[src/rtl/mux_share_arbiter_pkg.sv]
// Shared types and helpers for mux_share_arbiter.
// Optional burst locking is enabled by defining MUX_SHARE_ARB_LOCK_EN.
package mux_share_arb_pkg;

  typedef enum logic {IDLE, GRANT} arb_state_e;

  // Upper bound for the generic round-robin helper below.
  localparam int RR_MAX_N     = 32;
  localparam int RR_MAX_IDX_W = 5;

  typedef struct packed {
    logic                    found;
    logic [RR_MAX_IDX_W-1:0] idx;
  } rr_pick_t;

  // Reference round-robin search: first set bit of req[n-1:0] at or after
  // ptr, wrapping from n-1 back to 0.
  function automatic rr_pick_t rr_pick(input logic [RR_MAX_N-1:0] req,
                                       input int unsigned ptr,
                                       input int unsigned n);
    rr_pick_t    r;
    int unsigned j;
    r = '0;
    for (int unsigned k = 0; k < RR_MAX_N; k++) begin
      if (k < n) begin
        j = (ptr + k) % n;
        if (!r.found && req[j]) begin
          r.found = 1'b1;
          r.idx   = j[RR_MAX_IDX_W-1:0];
        end
      end
    end
    return r;
  endfunction

endpackage

[src/rtl/mux_share_arbiter_if.sv]
// Requester/downstream bundle for mux_share_arbiter.
// req_last exists only when MUX_SHARE_ARB_LOCK_EN is defined.
interface mux_share_arbiter_if #(
  parameter int N = 4,
  parameter int W = 8
);
  localparam int IDX_W = $clog2(N);

  logic [N-1:0]          req_valid;
  logic [N-1:0][W-1:0]   req_data;
  logic [N-1:0]          req_ready;
`ifdef MUX_SHARE_ARB_LOCK_EN
  logic [N-1:0]          req_last;
`endif
  logic                  out_valid;
  logic [W-1:0]          out_data;
  logic                  out_ready;
  logic                  grant_vld;
  logic [IDX_W-1:0]      grant_idx;

  // Requesters plus downstream consumer.
  modport master (
`ifdef MUX_SHARE_ARB_LOCK_EN
    output req_last,
`endif
    output req_valid, req_data, out_ready,
    input  req_ready, out_valid, out_data, grant_vld, grant_idx
  );

  // The arbiter itself.
  modport slave (
`ifdef MUX_SHARE_ARB_LOCK_EN
    input  req_last,
`endif
    input  req_valid, req_data, out_ready,
    output req_ready, out_valid, out_data, grant_vld, grant_idx
  );

endinterface

[src/rtl/mux_share_arbiter_rr_picker.sv]
// Round-robin picker: rotate req so ptr lands at bit 0, take the lowest set
// bit, then rotate the offset back into an absolute requester index.
module rr_picker #(
  parameter  int N     = 4,
  localparam int IDX_W = $clog2(N)
) (
  input  logic [N-1:0]     req_i,
  input  logic [IDX_W-1:0] ptr_i,
  output logic             found_o,
  output logic [IDX_W-1:0] idx_o
);
  localparam logic [IDX_W:0] NW = (IDX_W+1)'(N);

  logic [N-1:0]     rot;
  logic [IDX_W-1:0] off;
  logic [IDX_W:0]   sum;

  // Rotate: rot[k] is requester (ptr+k) mod N.
  always_comb begin
    int j;
    rot = '0;
    for (int k = 0; k < N; k++) begin
      j = int'(ptr_i) + k;
      if (j >= N) j = j - N;
      rot[k] = req_i[j];
    end
  end

  // Priority-encode the lowest set bit of the rotated vector.
  always_comb begin
    off = '0;
    for (int k = N-1; k >= 0; k--) begin
      if (rot[k]) off = k[IDX_W-1:0];
    end
  end

  // Unrotate: add ptr back, modulo N (N need not be a power of two).
  always_comb begin
    sum   = {1'b0, ptr_i} + {1'b0, off};
    idx_o = (sum >= NW) ? IDX_W'(sum - NW) : sum[IDX_W-1:0];
  end

  assign found_o = |req_i;

endmodule

[src/rtl/mux_share_arbiter.sv]
// Round-robin arbiter driving a registered-select shared output mux.
// Defining MUX_SHARE_ARB_LOCK_EN holds the grant across a burst until req_last.
module mux_share_arbiter
  import mux_share_arb_pkg::*;
#(
  parameter int N = 4,
  parameter int W = 8
) (
  input logic              clk,
  input logic              rst_n,
  mux_share_arbiter_if.slave bus
);
  localparam int IDX_W = $clog2(N);
  localparam logic [IDX_W-1:0] LAST_IDX = IDX_W'(N-1);

  arb_state_e       state_q, state_d;
  logic [IDX_W-1:0] rr_ptr_q, rr_ptr_d;
  logic [IDX_W-1:0] gidx_q, gidx_d;

  logic             pick_found;
  logic [IDX_W-1:0] pick_idx;
  logic             granted;
  logic             hs;
  logic             last_beat;
  logic [N-1:0]     rdy;

  rr_picker #(.N(N)) u_pick (
    .req_i   (bus.req_valid),
    .ptr_i   (rr_ptr_q),
    .found_o (pick_found),
    .idx_o   (pick_idx)
  );

  assign granted = (state_q == GRANT);
  assign hs      = bus.out_valid & bus.out_ready;

`ifdef MUX_SHARE_ARB_LOCK_EN
  assign last_beat = bus.req_last[gidx_q];
`else
  assign last_beat = 1'b1;
`endif

  // Output mux: select comes only from the registered grant index.
  assign bus.out_valid = granted & bus.req_valid[gidx_q];
  assign bus.out_data  = granted ? bus.req_data[gidx_q] : '0;
  assign bus.grant_vld = granted;
  assign bus.grant_idx = gidx_q;
  assign bus.req_ready = rdy;

  // Ready goes back only to the granted requester.
  always_comb begin
    rdy = '0;
    if (granted) rdy[gidx_q] = bus.out_ready;
  end

  // Next state: arbitrate in IDLE, release on final handshake or valid drop.
  always_comb begin
    state_d  = state_q;
    rr_ptr_d = rr_ptr_q;
    gidx_d   = gidx_q;
    unique case (state_q)
      IDLE: begin
        if (pick_found) begin
          state_d = GRANT;
          gidx_d  = pick_idx;
        end
      end
      GRANT: begin
        if (hs) begin
          if (last_beat) begin
            state_d  = IDLE;
            rr_ptr_d = (gidx_q == LAST_IDX) ? '0 : gidx_q + 1'b1;
          end
        end else if (!bus.req_valid[gidx_q]) begin
          state_d = IDLE;
        end
      end
      default: state_d = IDLE;
    endcase
  end

  // State, round-robin pointer and grant index registers.
  always_ff @(posedge clk) begin
    if (!rst_n) begin
      state_q  <= IDLE;
      rr_ptr_q <= '0;
      gidx_q   <= '0;
    end else begin
      state_q  <= state_d;
      rr_ptr_q <= rr_ptr_d;
      gidx_q   <= gidx_d;
    end
  end

endmodule

[src/flat_wrapper.sv]
// flat-port wrapper written by rule: the top's interface ports become plain ports
module mux_share_arbiter_flat import mux_share_arb_pkg::*;
#(
  parameter int N = 4,
  parameter int W = 8
)
  (clk, rst_n, bus_req_valid, bus_req_data, bus_out_ready, bus_req_ready, bus_out_valid, bus_out_data, bus_grant_vld, bus_grant_idx);
  mux_share_arbiter_if #(.N(N), .W(W)) bus_i ();
  input logic clk;
  input logic rst_n;
  input wire logic [$bits(bus_i.req_valid)-1:0] bus_req_valid;
  input wire logic [$bits(bus_i.req_data)-1:0] bus_req_data;
  input wire logic [$bits(bus_i.out_ready)-1:0] bus_out_ready;
  output wire logic [$bits(bus_i.req_ready)-1:0] bus_req_ready;
  output wire logic [$bits(bus_i.out_valid)-1:0] bus_out_valid;
  output wire logic [$bits(bus_i.out_data)-1:0] bus_out_data;
  output wire logic [$bits(bus_i.grant_vld)-1:0] bus_grant_vld;
  output wire logic [$bits(bus_i.grant_idx)-1:0] bus_grant_idx;
  assign bus_i.req_valid = bus_req_valid;
  assign bus_i.req_data = bus_req_data;
  assign bus_i.out_ready = bus_out_ready;
  assign bus_req_ready = bus_i.req_ready;
  assign bus_out_valid = bus_i.out_valid;
  assign bus_out_data = bus_i.out_data;
  assign bus_grant_vld = bus_i.grant_vld;
  assign bus_grant_idx = bus_i.grant_idx;
  mux_share_arbiter #(.N(N), .W(W)) u_core (.clk(clk), .rst_n(rst_n), .bus(bus_i));
endmodule
[config.mk]
export PLATFORM = sky130hd
export DESIGN_NAME = mux_share_arbiter_flat
export DESIGN_NICKNAME = d
export VERILOG_FILES = /design/src/rtl/mux_share_arbiter_pkg.sv /design/src/rtl/mux_share_arbiter_if.sv /design/src/rtl/mux_share_arbiter_rr_picker.sv /design/src/rtl/mux_share_arbiter.sv /design/src/flat_wrapper.sv
export SDC_FILE = /design/constraint.sdc
export NUM_CORES = 1
export LEC_CHECK = 0
export BUFFER_PORTS_ARGS = -buffer_cell sky130_fd_sc_hd__buf_2
export CAP_MARGIN = 20
export CORE_ASPECT_RATIO = 0.8
export CORE_MARGIN = 10
export CORE_UTILIZATION = 25
export CTS_CLUSTER_DIAMETER = 40
export CTS_CLUSTER_SIZE = 14
export DETAILED_ROUTE_END_ITERATION = 12
export PLACE_DENSITY_LB_ADDON = 0.1
export SYNTH_ARGS = -nofsm -noshare
export SYNTH_HDL_FRONTEND = slang
export SYNTH_SLANG_ARGS = --single-unit
[constraint.sdc]
create_clock -name clk -period 3.21 [get_ports clk]
set_input_delay 0.1605 -clock clk [delete_from_list [all_inputs] [get_ports clk]]
set_output_delay 0.1605 -clock clk [all_outputs]
set_load 0.01 [all_outputs]
==> results by group, run 1 <==
Outcome
  • Status: finished clean

Clocking
  • Num CTS Buffers: 3
  • Sink Count: 5
  • Hold Buf Count CTS: 0
  • Clk root buf: clkbuf_8
  • Post-cts sizing count: 0
  • Post-CTS setup buffers: 0
  • Clk buf depth: 2
  • TritonCTS clock tree: yes
  • Clk_lat worst skew: 220 ps
  • CTS H-tree depth: 1
  • Clock-pin slew on the worst setup and hold paths: 40 ps

Worst setup path
  • CP Cell Sequence: mux4_1, and2_1, buf_2
  • R2R cell count: 9
  • Cell depth of the worst setup path: 3
  • Crit path kind: flop to output pin
  • Worst path top cell family by delay: flip-flops
  • Startpoint types: flop
  • Slowest-stage cell, CP: dfxtp_1
  • Critical Path Max Stage Delay: 800 ps
  • Crit path buf inv count: 1
  • Worst path required time: 3050 ps
  • Crit Path Max Fanout: 15
  • Crit. End Element: output pin
  • WP data arrival: 1950 ps

Run
  • Max-Cap Viols: 0

Cells and area
  • Ratio of cells with drive above 1 in the final layout: 51.52%
  • Final Cell Area: 0.001072 mm²
  • Area Growth Syn to Fin: 41.19%
  • Layout fillers: 293
  • # diodes: 0
  • Fin nets: 177

Yosys
  • Post-synth EDFFs: 0
  • Synthesized cell area: 759.5 µm²
  • Syn Nets: 125
  • Post-Syn Instances: 81
  • Warning count from the yosys run: 0
  • Synth top area share: 23.72%
  • Top cells by count, synth: and2_1 (8), mux4_2 (8), nor2_1 (6)
  • Synth top area cells: mux4_2 (24%), dfxtp_1 (13%), ha_1 (8.2%), and2_1 (6.6%), o211ai_1 (4.0%)
  • Yosys reg bits: 5
  • Post-synth ARST share: 0%
  • Unique cell type count in the Yosys netlist: 33
  • Post-synth top flop: dfxtp_1
  • Syn_area_per_cell: 9.376 µm²
  • Seq/Total Area, Yosys: 13.18%
  • Synth area leader: mux4_2

STA
  • RSZ-0062 raised after global routing: no
  • Final hold violation count: 0
  • Setup TNS: 0 ps
  • Crit share post-route: 65.64%
  • Fmax: 0.4746 GHz
  • Minimum clock period: 2107 ps
  • Final setup fails: 0
  • Worst slew pin tran: 753.9 ps
  • Max-slew violations: 0
  • Clock Skew: 0.2547 ps
  • Slew margin rel.: 49.67%

Detailed routing
  • 1st-iter DRT viols: 46
  • WL/cell: 14.76 µm
  • DR vias: 813
  • Pre-antenna DRT Iters: 3
  • Final WL: 2509 µm
  • Drt drc: 0
  • Post-DRT Antenna Nets: 0
  • Vias/cell: 4.782

Placed design
  • PortBufs: 54
  • Post-DP Area: 0.001027 mm²
  • Routability cong.: 0.7086
  • HPWL after DPL: 2125 µm

GRT
  • GRT overflow: 0
  • Initial antenna violation count: 0
  • GRT Total Usage: 9.293%
  • Vias in the first global route: 890
  • Global-route wire length before repair: 4181 µm
  • Pin count of the biggest net entering global routing: 17

Power and ir drop
  • VDD IR max: 0.08260 mV
  • Static Leakage: 0.5240 nW
  • Power density over cell area: 320.1 mW/mm²

Min path
  • Hold Path Class: input pin to flop
  • Hold depth: 2

Floorplan
  • Core area: 0.002829 mm²
  • Die area: 0.005656 mm²
  • Initial Utilization: 26.85%
  • Die W: 81.62 µm
  • I/O pin total: 55
  • Die Y: 69.30 µm
  • Row count: 17
cell usage in the layout, fill, tap and decap left out, types with 2 or more instances in the layout:
master    Yosys  final
a21oi_1       3      3
mux2i_1       2      2
o211ai_1      4      4
ha_1          5      5
nor3_1        2      2
and2_1        8      8
mux4_2        8      8
clkbuf_8      1      3
nor2_1        6      6
o21ai_0       2      2
nor2b_1       4      4
inv_1         3      3
nand2_1       4      4
and3_1        4      4
buf_2         0     54
dfxtp_1       5      5
flip-flops by register name, summed over array words and instances (netlist names):
signal                flops
u_core.bus.grant_idx      2
u_core.bus.grant_vld      1
u_core.rr_ptr_q           2
through the flow:
stage	instances	setup WS [ps]	utilization [%]	hold slack, ps	total power [W]
floorplan	81	1510	-	278.0	0.0001795
global placement	166	1235	36.31	453.2	0.0002278
detailed placement	166	1197	36.31	448.6	0.0002293
CTS	170	1054	37.90	220.1	0.0003492
global route	170	939.8	37.90	232.7	0.0003695
finish	170	1103	37.90	217.1	0.0003432
worst paths after layout:
| kind | from | end | slack, ps |
|---|---|---|---|
| worst max-delay path | u_core.bus.grant_idx[0] | bus_out_data[7] | 1100 |
| worst min-delay path | rst_n | u_core.bus.grant_vld | 220 |
| worst max register to register | u_core.rr_ptr_q[0] | u_core.bus.grant_idx[1] | 1180 |
| worst min register to register | u_core.rr_ptr_q[0] | u_core.rr_ptr_q[0] | 610 |
power by group:
group          switching, W  total [W]  internal [W]
registers         0.0000238  0.0000919     0.0000681
logic             0.0000530   0.000134     0.0000812
clock network     0.0000318   0.000117     0.0000853
total              0.000109   0.000343      0.000235
metal layers:
metal / vias up / global-route usage (%) / part of all wire (%)
li1: 401 / - / -
met3: 0 / 3.876 / 7.0
met4: 0 / 2.247 / 0
met5: - / 0 / 0
met1: 390 / 10.29 / 41
met2: 22 / 15.84 / 52
cell type report:
type                       instances  area [µm²]  share of cell area, %
clock buffer                       4       45.04                  4.201
inverter                           3       11.26                  1.050
timing repair buffer              54       270.3                  25.20
multi-input combinational         66       598.1                  55.78
sequential                         5       100.1                  9.335
tap                               38       47.55                  4.434
kinds of logic after synthesis:
family,count (synthesis),share of synthesized area (%)
multiplexers,11,29.82
buffers and inverters,10,8.073
flip-flops,5,13.18
adder cells (fa/ha/maj),5,8.237
AND/OR/NAND/NOR,35,27.35
XOR/XNOR,1,1.153
AO/OA/AOI/OAI,14,12.19
worst reg2reg max path: cells and delay by family, from the launching register on:
family,cells,cell delay [ps]
adder cells (fa/ha/maj),1,190
AO/OA/AOI/OAI,4,650
XOR/XNOR,1,180
AND/OR/NAND/NOR,3,410
flip-flops,1,510
Note: power is estimated with default switching activity, not from simulation.
==> inputs of run 2 (changes only) <==
==> constraint.sdc (replaced) <==
create_clock -name clk -period 1.86 [get_ports clk]
set_input_delay 0.093 -clock clk [delete_from_list [all_inputs] [get_ports clk]]
set_output_delay 0.093 -clock clk [all_outputs]
set_load 0.01 [all_outputs]
==> results by group, run 2 (same netlist as run 1, synthesis figures left out) <==
Min path
  • Hold Crit Start: rst_n
  • Hold Path Class: input pin to flop

Worst setup path
  • Startpoint types: flop
  • Worst r2r src: u_core.rr_ptr_q[0]
  • Reg2Reg Setup Slack: 60 ps (-1120 ps)
  • Crit. End Element: flop
  • Crit Path Max Fanout: 7 (-8)
  • CP Cell Sequence: nor2_4, a211oi_2, a31oi_1, a211o_1, ha_2, xnor2_2, nand2_1, nor3_2, nor3b_2
  • Worst path required time: 1960 ps (-1090 ps)
  • Crit path kind: flop to flop
  • WP data arrival: 1900 ps (-50 ps)
  • Slowest-stage cell, CP: dfxtp_4
  • Crit. Startpoint: u_core.rr_ptr_q[0]
  • Critical Path Max Stage Delay: 390 ps (-410 ps)

STA
  • Slew margin rel.: 70.23% (+21 points)
  • Crit share post-route: 96.93%
  • Fmax: 0.5547 GHz
  • Max-slew violations: 0 (unchanged)
  • Minimum clock period: 1803 ps
  • RSZ-0062 raised after global routing: yes
  • WHS: 136.2 ps (-80.86 ps)
  • Final setup fails: 0 (unchanged)
  • Clock Skew: 9.777 ps (+9.523 ps)
  • Worst slew pin tran: 445.9 ps (-308.0 ps)
  • Final hold violation count: 0 (unchanged)

GRT
  • GRT Total Usage: 9.212% (-0.081 points)
  • Initial antenna violation count: 0 (unchanged)
  • Vias in the first global route: 928 (+4.3%)
  • GRT overflow: 0 (unchanged)
  • Global-route wire length before repair: 4222 µm (+0.98%)
  • Pin count of the biggest net entering global routing: 17 (unchanged)

Cells and area
  • Most frequent cells in the layout: buf_2 (54), mux4_2 (8), and2_1 (8), nor2_1 (5), buf_4 (5)
  • FF/Latch Area: 103.9 µm² (+3.8%)
  • Multi-input logic area: 630.6 µm² (+5.4%)
  • Commonest non-fill, non-tap cell in the layout: buf_2
  • Ratio of cells with drive above 1 in the final layout: 59.12% (+7.6 points)
  • Area Growth Syn to Fin: 51.07%
  • Final Cell Area: 0.001147 mm² (+7.0%)
  • # diodes: 0 (unchanged)
  • Layout fillers: 303 (+3.4%)
  • Fin nets: 182 (+2.8%)

Clocking
  • Clk root buf: clkbuf_8
  • Hold Buf Count CTS: 0 (unchanged)
  • Clock-pin slew on the worst setup and hold paths: 40 ps (about the same)
  • Clk_lat worst skew: 220 ps (about the same)
  • Num CTS Buffers: 3 (unchanged)
  • CTS H-tree depth: 1 (unchanged)
  • Sink Count: 5 (unchanged)
  • TritonCTS clock tree: yes
  • Clk buf depth: 2 (unchanged)

Floorplan
  • Row count: 17 (unchanged)
  • Die area: 0.005656 mm² (unchanged)
  • Die Y: 69.30 µm (unchanged)
  • Die W: 81.62 µm (unchanged)
  • Core area: 0.002829 mm² (unchanged)
  • I/O pin total: 55 (unchanged)
  • Initial Utilization: 26.85% (unchanged)

Detailed routing
  • WL/cell: 14.59 µm (-1.2%)
  • Vias/cell: 4.777 (-0.11%)
  • Drt drc: 0 (unchanged)
  • Post-DRT Antenna Nets: 0 (unchanged)
  • Final WL: 2553 µm (+1.8%)
  • DR vias: 836 (+2.8%)
  • Pre-antenna DRT Iters: 4 (+1)
  • 1st-iter DRT viols: 53 (+15%)

Power and ir drop
  • Static Leakage: 0.5573 nW (+6.4%)
  • VDD IR max: 0.2148 mV (+160%)
  • Total power: 0.0006174 W (+80%)
  • Power density over cell area: 538.1 mW/mm² (+68%)

Placed design
  • Post-DP Area: 0.001057 mm² (+2.9%)
  • Routability cong.: 0.7615 (+7.5%)
  • HPWL after DPL: 2177 µm (+2.4%)
  • PortBufs: 54 (unchanged)

Outcome
  • Status: finished clean

Run
  • Max-Cap Viols: 0 (unchanged)
run 2: cell types whose count changed in the layout (fill, tap and decap cells not counted), sizes merged:
cell	previous run	this run
buf	54	59
clkbuf	4	3
clkinv	0	1
run 2: per-layer routing:
layer	part of all wire (%)	up-vias	track usage (%)	wire length, µm
li1	-	412	-	-
met1	42	402	10.65	1068
met2	51	22	15.58	1305
met3	7.0	0	4.005	178
met4	0	0	1.124	0
met5	0	-	0	0
run 2: cell type report:
class                   instances  share of cell area (%)
flip-flops and latches          5                   9.051
well taps                      38                   4.144
multi-input cells              66                   54.96
inverters                       3                  0.9815
repair buffers                 59                   26.83
clock inverters                 1                  0.4362
clock buffers                   3                   3.599
run 2: what timing repair did:
action	CTS	global route
pin swaps	0	7
gates resized for setup	1	8
setup endpoints to repair	1	1
buffers inserted	0	1
run 2: path summary, 6_finish.rpt:
kind | endpoint | cells after the start
max reg2reg | u_core.bus.grant_idx[1] | 9
min reg2reg | u_core.rr_ptr_q[1] | 2
min | u_core.bus.grant_vld | 2
max | u_core.bus.grant_idx[1] | 9
run 2: report_power, final:
part	internal [W]	leakage (nW)	switching [W]
combinational	0.000158	0.490	0.000123
clock	0.000144	0.0255	0.0000569
sequential	0.000117	0.0419	0.0000178
run 2: worst max-delay path, delay by kind of cell, from the launching register on:
family                     cells  cell delay, ps
DFF                            1             390
xor gates and xnor gates       1             160
and+or+nand+nor                4             370
AOI/OAI and AO/OA              3             550
adders and majority gates      1             200
run 2: stage by stage:
stage / instances / worst slack (ps) / utilization, % / TNS [ps]
after detailed placement: 170 / -0.8106 / 37.37 / -0.8106
after CTS: 174 / 69.87 / 39.05 / 0
after global placement: 170 / 78.41 / 37.37 / 0
after global routing: 175 / -51.30 / 40.56 / -51.30
final: 175 / 57.12 / 40.56 / 0
after floorplan: 81 / 160.2 / - / 0
==> inputs of run 3 (changes only) <==
--- a/config.mk
+++ b/config.mk
@@ -5,6 +5,7 @@
 export SDC_FILE = /design/constraint.sdc
 export NUM_CORES = 1
 export LEC_CHECK = 0
+export ABC_AREA = 1
 export BUFFER_PORTS_ARGS = -buffer_cell sky130_fd_sc_hd__buf_2
 export CAP_MARGIN = 20
 export CORE_ASPECT_RATIO = 0.8
@@ -14,6 +15,7 @@
 export CTS_CLUSTER_SIZE = 14
 export DETAILED_ROUTE_END_ITERATION = 12
 export PLACE_DENSITY_LB_ADDON = 0.1
+export SLEW_MARGIN = 20
 export SYNTH_ARGS = -nofsm -noshare
 export SYNTH_HDL_FRONTEND = slang
 export SYNTH_SLANG_ARGS = --single-unit
==> constraint.sdc (replaced) <==
create_clock -name clk -period 1.86 [get_ports clk]
set_input_delay 0.093 -clock clk [delete_from_list [all_inputs] [get_ports clk]]
set_output_delay 0.093 -clock clk [all_outputs]
set_load 0.05 [all_outputs]
==> results by group, run 3 <==
Yosys
  • Synth top area share: 17.18% (-6.5 points)
  • Syn_area_per_cell: 5.530 µm² (-41%)
  • Yosys reg bits: 5 (unchanged)
  • Syn Nets: 206 (+65%)
  • Post-synth top flop: dfxtp_1
  • Synthesized cell area: 895.9 µm² (+18%)
  • Seq/Total Area, Yosys: 11.17% (-2.0 points)
  • Top-count cell post-synth: nor2_1
  • Post-synth EDFFs: 0 (unchanged)
  • Post-Syn Instances: 162 (+100%)
  • Synth top area cells: nor2_1 (17%), nand2_1 (13%), dfxtp_1 (11%), nand2_2 (9.8%), ha_1 (7.0%)
  • Top cells by count, synth: nor2_1 (41), nand2_1 (30), nand2_2 (14)
  • Post-synth ARST share: 0% (unchanged)
  • Synth area leader: nor2_1
  • Warning count from the yosys run: 0 (unchanged)
  • Unique cell type count in the Yosys netlist: 23 (-30%)

Worst setup path
  • CP Cell Sequence: buf_12, inv_8, nand2_2, nand2_2, nand2_2, nand2_4, a31oi_1, nor2_1, ha_2, xnor2_2, inv_1, nand2_1, nand3_1, nand2_1, inv_1
  • Crit. End Element: flop
  • Startpoint types: flop
  • Worst path required time: 1980 ps (+20 ps)
  • WP data arrival: 1800 ps (-100 ps)
  • Crit path kind: flop to flop
  • Crit Path Max Fanout: 11 (+4)
  • Slowest-stage cell, CP: dfxtp_2
  • Critical Path Max Stage Delay: 330 ps (-60 ps)
  • R2R cell count: 15 (+6)
  • Top cell by count, worst path: nand2_2

Floorplan
  • Initial Utilization: 25.99% (-0.86 points)
  • Row count: 19 (+2)
  • Die area: 0.006392 mm² (+13%)
  • Die Y: 73.54 µm (+6.1%)
  • Die W: 86.93 µm (+6.5%)
  • I/O pin total: 55 (unchanged)
  • Core area: 0.003447 mm² (+22%)

GRT
  • Global-route wire length before repair: 5492 µm (+30%)
  • Vias in the first global route: 1196 (+29%)
  • Initial antenna violation count: 0 (unchanged)
  • Pin count of the biggest net entering global routing: 20 (+3)
  • GRT Total Usage: 10.23% (+1.0 points)
  • GRT overflow: 0 (unchanged)

Placed design
  • Routability cong.: 0.8951 (+18%)
  • PortBufs: 54 (unchanged)
  • Placed cell count: 260 (+53%)
  • Dpl ws: 117.4 ps (+118.2 ps)
  • HPWL after DPL: 2880 µm (+32%)

Clocking
  • Clk root buf: clkbuf_8
  • Clk_lat worst skew: 220 ps (about the same)
  • Sink Count: 5 (unchanged)
  • CTS H-tree depth: 1 (unchanged)
  • TritonCTS clock tree: yes
  • Clk buf depth: 2 (unchanged)
  • Hold Buf Count CTS: 0 (unchanged)
  • Num CTS Buffers: 3 (unchanged)
  • Clock-pin slew on the worst setup and hold paths: 40 ps (about the same)

Min path
  • Hold Path Class: input pin to flop
  • Hold depth: 3 (+1)

Power and ir drop
  • VDD IR max: 0.4691 mV (+120%)
  • Clk pwr share: 19.0% (-14 points)
  • Static Leakage: 0.7281 nW (+31%)
  • Switching part of the total power: 52.33% (+20 points)
  • Power density over cell area: 761.9 mW/mm² (+42%)
  • Register share of total power: 14.1% (-7.7 points)
  • NetSw: 0.0005587 W (+180%)
  • Power Internal: 0.0005090 W (+21%)
  • Gate power share: 67.0% (+21 points)

Detailed routing
  • Pre-antenna DRT Iters: 4 (unchanged)
  • Drt drc: 0 (unchanged)
  • 1st-iter DRT viols: 48 (-9.4%)
  • Final WL: 3416 µm (+34%)
  • DR vias: 1222 (+46%)
  • Post-DRT Antenna Nets: 0 (unchanged)
  • WL/cell: 12.89 µm (-12%)
  • Vias/cell: 4.611 (-3.5%)

STA
  • Worst slew pin tran: 371.7 ps (-74.24 ps)
  • Slew margin rel.: 74.96% (+4.7 points)
  • Setup TNS: 0 ps (unchanged)
  • RSZ-0062 raised after global routing: yes
  • Clock Skew: 1.254 ps (-8.523 ps)
  • Worst Slack Setup Final: 178.5 ps (+121.4 ps)
  • Final setup fails: 0 (unchanged)
  • Max-slew violations: 0 (unchanged)
  • Minimum clock period: 1681 ps (-121.4 ps)
  • Crit share post-route: 90.40% (-6.5 points)
  • Final hold violation count: 0 (unchanged)
  • Fmax: 0.5947 GHz (+7.2%)

Cells and area
  • Layout Cells excl Fill: 265 (+51%)
  • Commonest non-fill, non-tap cell in the layout: buf_2
  • # diodes: 0 (unchanged)
  • Ratio of cells with drive above 1 in the final layout: 46.64% (-12 points)
  • Fin nets: 268 (+47%)
  • Most frequent cells in the layout: buf_2 (54), nor2_1 (39), nand2_1 (30), inv_1 (12), nand2_2 (12)
  • Area Growth Syn to Fin: 56.42%

Run
  • Max-Cap Viols: 0 (unchanged)

Outcome
  • Status: finished clean
-- run 3: path summary, 6_finish.rpt --
kind | from | slack (ps) | endpoint
max | u_core.rr_ptr_q[0] | 180 | u_core.bus.grant_idx[1]
min | rst_n | 140 | u_core.rr_ptr_q[0]
max reg2reg | u_core.rr_ptr_q[0] | 180 | u_core.bus.grant_idx[1]
min reg2reg | u_core.bus.grant_vld | 530 | u_core.bus.grant_vld
-- run 3: routing by layer --
metal / vias to the layer above / share of wire, % / GRT usage (%)
met5: - / 0 / 0
met4: 0 / 0.61 / 1.795
met3: 4 / 9.8 / 4.199
met2: 42 / 45 / 16.73
met1: 542 / 44 / 12.35
li1: 634 / - / -
-- run 3: cell families after synthesis --
logic type / share of synthesized area (%)
and+or+nand+nor: 43.57
DFF: 11.17
xor gates and xnor gates: 0.9778
adders and majority gates: 6.983
AOI/OAI and AO/OA: 22.91
buffers and inverters: 14.38
-- run 3: timing repair --
item                                    CTS  global route
endpoints found under the setup margin    0             3
buffers inserted                          0             1
gates resized for setup                   0             7
-- run 3: power groups by stage --
stage / sequential (W) / combinational, W / clock (W)
final: 0.000150 / 0.000715 / 0.000203
after global routing: 0.000155 / 0.000787 / 0.000215
after CTS: 0.000150 / 0.000714 / 0.000207
after detailed placement: 0.000152 / 0.000712 / 0
after global placement: 0.000151 / 0.000698 / 0
after floorplan: 0.000175 / 0.000509 / 0
-- run 3: worst max-delay path, delay by kind of cell (launching register included) --
kind | cells | cell delay [ps]
AND/OR/NAND/NOR | 8 | 490
flip-flops | 1 | 330
buffers and inverters | 4 | 260
adder cells (fa/ha/maj) | 1 | 180
XOR/XNOR | 1 | 160
AO/OA/AOI/OAI | 1 | 150
-- run 3: through the flow --
step | power (W) | hold WS, ps | utilization [%] | instance area, µm²
CTS | 0.001072 | 140.5 | 39.75 | 1370
detailed placement | 0.0008639 | 368.8 | 38.44 | 1325
global route | 0.001157 | 166.9 | 40.65 | 1401
floorplan | 0.0006846 | 213.5 | - | 983.4
finish | 0.001068 | 138.8 | 40.65 | 1401
global placement | 0.0008495 | 367.0 | 38.44 | 1325
-- run 3: final cells by class --
class | instances | area [µm²]
sequential | 5 | 103.9
timing repair buffer | 63 | 350.3
clock buffer | 4 | 45.04
inverter | 18 | 75.07
tap | 42 | 52.55
multi-input combinational | 133 | 774.5
fill | 372 | 2046
